<file path="config.mk">
export PLATFORM = sky130hd
export DESIGN_NAME = multicycle_ctrl
export DESIGN_NICKNAME = d
export VERILOG_FILES = /design/src/rtl/multicycle_ctrl.sv
export SDC_FILE = /design/constraint.sdc
export NUM_CORES = 1
export LEC_CHECK = 0
export ABC_AREA = 1
export BUFFER_PORTS_ARGS = -buffer_cell sky130_fd_sc_hd__buf_2
export CORE_MARGIN = 10
export CORE_UTILIZATION = 45
export CTS_BUF_LIST = sky130_fd_sc_hd__clkbuf_4
export CTS_CLUSTER_DIAMETER = 50
export DETAILED_ROUTE_END_ITERATION = 6
export HOLD_SLACK_MARGIN = 0.03
export PLACE_DENSITY = 0.76
export SYNTH_ARGS = -nofsm -noshare
export SYNTH_HDL_FRONTEND = slang
export SYNTH_SLANG_ARGS = --single-unit
</file>
<file path="constraint.sdc">
create_clock -name clk -period 2.58 [get_ports clk]
set_input_delay 0.129 -clock clk [delete_from_list [all_inputs] [get_ports clk]]
set_output_delay 0.129 -clock clk [all_outputs]
set_load 0.05 [all_outputs]
</file>
<file path="src/rtl/multicycle_ctrl.sv">
// Multi-cycle IF/ID/EXE/MEM/WB control FSM with wait-stated memory handshakes, timeout fault and sticky halt.
// Optional perf counters (cyc_cnt, instr_cnt) are compiled in with MULTICYCLE_PERF_CNT_EN.
module multicycle_ctrl #(
    parameter int ALUOP_W  = 3,
    parameter int MAX_WAIT = 15
) (
    input  logic               clk,
    input  logic               Reset,
    input  logic [5:0]         opCode,
    input  logic               zero,
    input  logic               imem_ready,
    input  logic               dmem_ready,
    output logic               PCWre,
    output logic [1:0]         PCSrc,
    output logic               IRWre,
    output logic               InsMemRW,
    output logic               ALUSrcB,
    output logic [ALUOP_W-1:0] ALUOp,
    output logic               ExtSel,
    output logic               RegDst,
    output logic               RegWre,
    output logic               DBDataSrc,
    output logic               mRD,
    output logic               mWR,
    output logic [2:0]         state,
    output logic               halted,
    output logic               fault,
`ifdef MULTICYCLE_PERF_CNT_EN
    output logic [31:0]        cyc_cnt,
    output logic [31:0]        instr_cnt,
`endif
    output logic               illegal
);

    typedef enum logic [2:0] {
        S_IF    = 3'd0,
        S_ID    = 3'd1,
        S_EXE   = 3'd2,
        S_MEM   = 3'd3,
        S_WB    = 3'd4,
        S_HALT  = 3'd5,
        S_FAULT = 3'd6
    } state_t;

    localparam int              CNT_W    = (MAX_WAIT < 2) ? 1 : $clog2(MAX_WAIT + 1);
    localparam logic [CNT_W-1:0] WAIT_LIM = CNT_W'(MAX_WAIT);

    state_t           state_q, state_d;
    logic [CNT_W-1:0] cnt_q, cnt_d;
    logic             halted_q, halted_d;
    logic             fault_q, fault_d;
    logic [2:0]       alu_op3;

    logic is_r, is_i, is_sw, is_lw, is_beq, is_bne, is_j, is_halt, is_legal;

    assign is_r     = (opCode[5:3] == 3'b000);
    assign is_i     = (opCode[5:3] == 3'b001);
    assign is_sw    = (opCode == 6'b110000);
    assign is_lw    = (opCode == 6'b110001);
    assign is_beq   = (opCode == 6'b110100);
    assign is_bne   = (opCode == 6'b110101);
    assign is_j     = (opCode == 6'b111000);
    assign is_halt  = (opCode == 6'b111111);
    assign is_legal = is_r | is_i | is_sw | is_lw | is_beq | is_bne | is_j | is_halt;

    always_comb begin
        state_d   = state_q;
        cnt_d     = cnt_q;
        PCWre     = 1'b0;
        PCSrc     = 2'b00;
        IRWre     = 1'b0;
        InsMemRW  = 1'b0;
        ALUSrcB   = 1'b0;
        alu_op3   = 3'b000;
        ExtSel    = 1'b0;
        RegDst    = 1'b0;
        RegWre    = 1'b0;
        DBDataSrc = 1'b0;
        mRD       = 1'b0;
        mWR       = 1'b0;
        illegal   = 1'b0;

        // ALU fields stay stable from EXE through WB so the datapath result holds.
        if (state_q == S_EXE || state_q == S_MEM || state_q == S_WB) begin
            ALUSrcB = is_i | is_lw | is_sw;
            if (is_lw || is_sw)        alu_op3 = 3'b000;
            else if (is_beq || is_bne) alu_op3 = 3'b001;
            else                       alu_op3 = opCode[2:0];
            ExtSel = !(is_i && opCode[2]);
        end

        case (state_q)
            S_IF: begin
                InsMemRW = 1'b1;
                if (imem_ready) begin
                    // Held low while in reset so only InsMemRW is visible then.
                    IRWre   = Reset;
                    state_d = S_ID;
                end else if (MAX_WAIT > 0 && cnt_q == WAIT_LIM) begin
                    state_d = S_FAULT;
                end else begin
                    cnt_d = cnt_q + 1'b1;
                end
            end
            S_ID: begin
                if (is_halt) begin
                    state_d = S_HALT;
                end else if (is_j) begin
                    PCWre   = 1'b1;
                    PCSrc   = 2'b11;
                    state_d = S_IF;
                end else if (!is_legal) begin
                    illegal = 1'b1;
                    PCWre   = 1'b1;
                    state_d = S_IF;
                end else begin
                    state_d = S_EXE;
                end
            end
            S_EXE: begin
                if (is_beq || is_bne) begin
                    PCWre   = 1'b1;
                    PCSrc   = ((is_beq && zero) || (is_bne && !zero)) ? 2'b01 : 2'b00;
                    state_d = S_IF;
                end else if (is_lw || is_sw) begin
                    state_d = S_MEM;
                end else begin
                    state_d = S_WB;
                end
            end
            S_MEM: begin
                mRD = !is_sw;
                mWR = is_sw;
                if (dmem_ready) begin
                    if (is_sw) begin
                        PCWre   = 1'b1;
                        state_d = S_IF;
                    end else begin
                        state_d = S_WB;
                    end
                end else if (MAX_WAIT > 0 && cnt_q == WAIT_LIM) begin
                    state_d = S_FAULT;
                end else begin
                    cnt_d = cnt_q + 1'b1;
                end
            end
            S_WB: begin
                RegWre    = 1'b1;
                RegDst    = is_r;
                DBDataSrc = is_lw;
                PCWre     = 1'b1;
                state_d   = S_IF;
            end
            S_HALT:  state_d = S_HALT;
            S_FAULT: state_d = S_FAULT;
            default: state_d = S_IF;
        endcase

        if (state_d != state_q) cnt_d = '0;
    end

    assign halted_d = halted_q | (state_d == S_HALT);
    assign fault_d  = fault_q | (state_d == S_FAULT);

    always_ff @(posedge clk or negedge Reset) begin
        if (!Reset) begin
            state_q  <= S_IF;
            cnt_q    <= '0;
            halted_q <= 1'b0;
            fault_q  <= 1'b0;
        end else begin
            state_q  <= state_d;
            cnt_q    <= cnt_d;
            halted_q <= halted_d;
            fault_q  <= fault_d;
        end
    end

    assign ALUOp  = ALUOP_W'(alu_op3);
    assign state  = state_q;
    assign halted = halted_q;
    assign fault  = fault_q;

`ifdef MULTICYCLE_PERF_CNT_EN
    logic [31:0] cyc_cnt_q, instr_cnt_q;

    always_ff @(posedge clk or negedge Reset) begin
        if (!Reset) begin
            cyc_cnt_q   <= '0;
            instr_cnt_q <= '0;
        end else begin
            if (state_q != S_HALT && state_q != S_FAULT) cyc_cnt_q <= cyc_cnt_q + 32'd1;
            if (PCWre) instr_cnt_q <= instr_cnt_q + 32'd1;
        end
    end

    assign cyc_cnt   = cyc_cnt_q;
    assign instr_cnt = instr_cnt_q;
`endif

endmodule

</file>
==> summary.md <==
| Metric | Value |
|---|---|
| Post-DRT Antenna Nets | `0` |
| Final nets | `186` |
| Initial antenna violation count | `0` |
| Largest fanout on the critical path | `8` |
| Clk_skew | `0.00349 ns` |
| Power per cell area | `1050 nW/um^2` |
| Warnings, synthesis | `0` |
| Crit Path Category | `flop to output pin` |
| Die height | `64.9 um` |
| Register area | `225 um^2` |
| Max_cap viols | `0` |
| Vias in the first global route | `1025` |
| Std-Cell Core Area | `1940 um^2` |
| Setup TNS | `0 ns` |
| GRT Resource Usage Total | `12.3%` |
| Pre-Repair DR Iteration Count | `4` |
| Antenna Diode Count | `0` |
| Sequential fraction of the synthesis area | `24.8%` |
| Synth unique cells | `29` |
| Largest net degree at the start of global routing | `11` |
| Wirelength, routed | `2520 um` |
| Crit path DAT | `1.75 ns` |
| Most frequent cells in the layout | `31 x nand2_1, 31 x buf_2, 20 x nor2_1` |
| Worst Setup End Kind | `output pin` |
| Status | `completed` |
| Final setup violation count | `0` |
| Simple-gate portion of the synthesized area | `54.9%` |
| Synth Area per Inst | `6.57 um^2` |
| Area grow syn2layout | `26.6%` |
| Overflow after GRT | `0` |
| Crit path required time | `2.45 ns` |
| CTS max path bufs | `2` |
| Mapped cell area | `907 um^2` |
| Area share of fa/ha/maj cells after synthesis | `1.38%` |
| Main combinational cell family by area after synthesis | `simple AND/OR/NAND/NOR gates` |
| H-tree depth | `1` |
| HPWL Detailed | `2170 um` |
| LEAKAGE | `0.666 nW` |
| Worst setup SP type | `flop` |
| Synth Area in XOR/XNOR | `2.90%` |
| RSZ-0062 raised after global routing | `false` |
| Worst hold path type | `input port to asynchronous set/reset pin` |
| Post-Synthesis Cells | `138` |
| Die Wd | `64.9 um` |
| GPL Wtd Cong | `0.936` |
| Worst IR Drop VDD | `0.651 mV` |
| Max-slew violations | `0` |
| Die Area | `4210 um^2` |
| Final Hold Viols | `0` |
| Root buf cell | `clkbuf_4` |
| Clock sink count | `9` |
| Minimum clock period | `1.88 ns` |
| Crit-path cells | `inv_2, nand2_2, nor2_2, nand2_1, o2111ai_1, buf_2` |
| Slew headroom | `71.1%` |
| I/O pins | `32` |
| CTS tree | `yes` |
| Final non-filler cell total | `200` |
| Layout cells sized above 1 | `37.6%` |
| Clock buffer count from CTS | `3` |
| DRC Markers | `0` |
| Area of the multi-input gates | `623 um^2` |
| Clock transition at path regs | `0.06 ns` |
| Delay of the slowest critical-path stage | `0.51 ns` |
| Fill cells | `202` |
| Rows | `16` |
| Initial Util | `46.7%` |
| First-pass GRT wire length | `4440 um` |
| Worst reg2reg path depth | `8` |
| Post-synthesis compound-gate area fraction | `6.62%` |
| Post-Place Cells | `195` |
| Net count after synthesis | `150` |
| Worst-skew pair later-pin latency | `0.25 ns` |
| Multiplexer area fraction after synthesis | `0%` |
| Fin crit share | `72.9%` |
| Post-DR vias/cell | `5.11` |
| Buffers on Ports | `31` |
| First DRT Iteration DRCs | `55` |
| Crit-path slowest cell | `dfrtp_1` |
| Worst-Margin Slew | `0.434 ns` |
| Max Freq | `0.532 GHz` |
| WL/cell | `12.6 um` |
| Vias | `1021` |
| Register bit total from synthesis | `9` |
==> layer usage <==
metal	up-vias	wire [um]	track usage, %	share of wire, %
met5	-	0	0	0
met4	0	23	4.81	0.91
met3	4	221	3.78	8.8
met2	38	1160	19.8	46
met1	453	1120	15.0	44
li1	526	-	-	-
==> kinds of logic (layout without fill, tap and decap cells) <==
family,Yosys count,in the layout
simple gates,98,98
buf+inv,20,55
fa+ha+maj,1,1
xor+xnor,3,3
flops,9,9
compound gates,7,7
==> flip-flops by register name, summed over array words and instances, names as in the netlist <==
| signal | count |
|---|---|
| cnt_q | 4 |
| state | 3 |
| fault | 1 |
| halted | 1 |
==> through the flow <==
step / utilization [%] / cell area [um^2] / power [mW] / hold slack [ns] / setup slack, ns
after floorplan: - / 933 / 0.926 / -0.167 / 0.165
after global placement: 57.1 / 1110 / 1.08 / -0.0129 / 0.867
after detailed placement: 57.1 / 1110 / 1.09 / -0.00846 / 0.850
after CTS: 59.1 / 1150 / 1.21 / 0.259 / 0.678
after global routing: 59.1 / 1150 / 1.31 / 0.272 / 0.508
final: 59.1 / 1150 / 1.20 / 0.261 / 0.700
==> where the power goes <==
group / internal, mW / switching (mW)
logic: 0.222 / 0.615
registers: 0.178 / 0.0749
clock network: 0.0698 / 0.0450
total: 0.470 / 0.735
==> final timing paths <==
path / startpoint / to / slack [ns]
worst max-delay path: state[2]$_DFF_PN0_ / PCWre / 0.70
worst min-delay path: Reset / cnt_q[2]$_DFFE_PN0P_ / 0.26
worst max register to register: state[0]$_DFF_PN0_ / fault$_DFF_PN0_ / 0.82
worst min register to register: fault$_DFF_PN0_ / fault$_DFF_PN0_ / 0.48
max in group asynchronous: Reset / halted$_DFF_PN0_ / 2.14
min in group clk: imem_ready / state[0]$_DFF_PN0_ / 0.28
==> critical path: cells and delay by family, from the launching register on <==
kind,cells,cell delay [ns]
buffers and inverters,2,0.48
AOI/OAI and AO/OA,1,0.10
and+or+nand+nor,3,0.42
DFF,1,0.51
==> synth_stat cells, drive strengths merged <==
cell type / count / share of area (%)
nor2: 28 / 14
ha: 1 / 1.4
nor3b: 1 / 0.83
nand3: 16 / 10
a22o: 1 / 0.97
xor2: 2 / 1.9
a21oi: 1 / 0.97
xnor2: 1 / 0.97
or2: 1 / 0.69
a21boi: 1 / 1.2
inv: 19 / 7.9
o2111ai: 1 / 0.97
and3: 1 / 0.83
nand2: 37 / 18
nor3: 6 / 4.6
nand3b: 1 / 0.83
clkbuf: 1 / 1.5
o21ai: 1 / 0.55
a31o: 2 / 1.9
dfrtp: 9 / 25
nand4: 7 / 4.8
==> cell type report <==
cell class                 count  share of cell area, %
clock buffer                   4                   2.61
multi-input combinational    109                   54.2
inverter                      19                   6.21
timing repair buffer          32                   14.4
sequential                     9                   19.6
tap                           27                   2.94
==> what timing repair did <==
action | 4_1_cts | 5_1_grt
buffers inserted | 0 | 0
gates resized for setup | 0 | 0
hold endpoints to repair | 9 | 0
hold buffers | 1 | 0
Note: power is estimated with default switching activity, not from simulation.
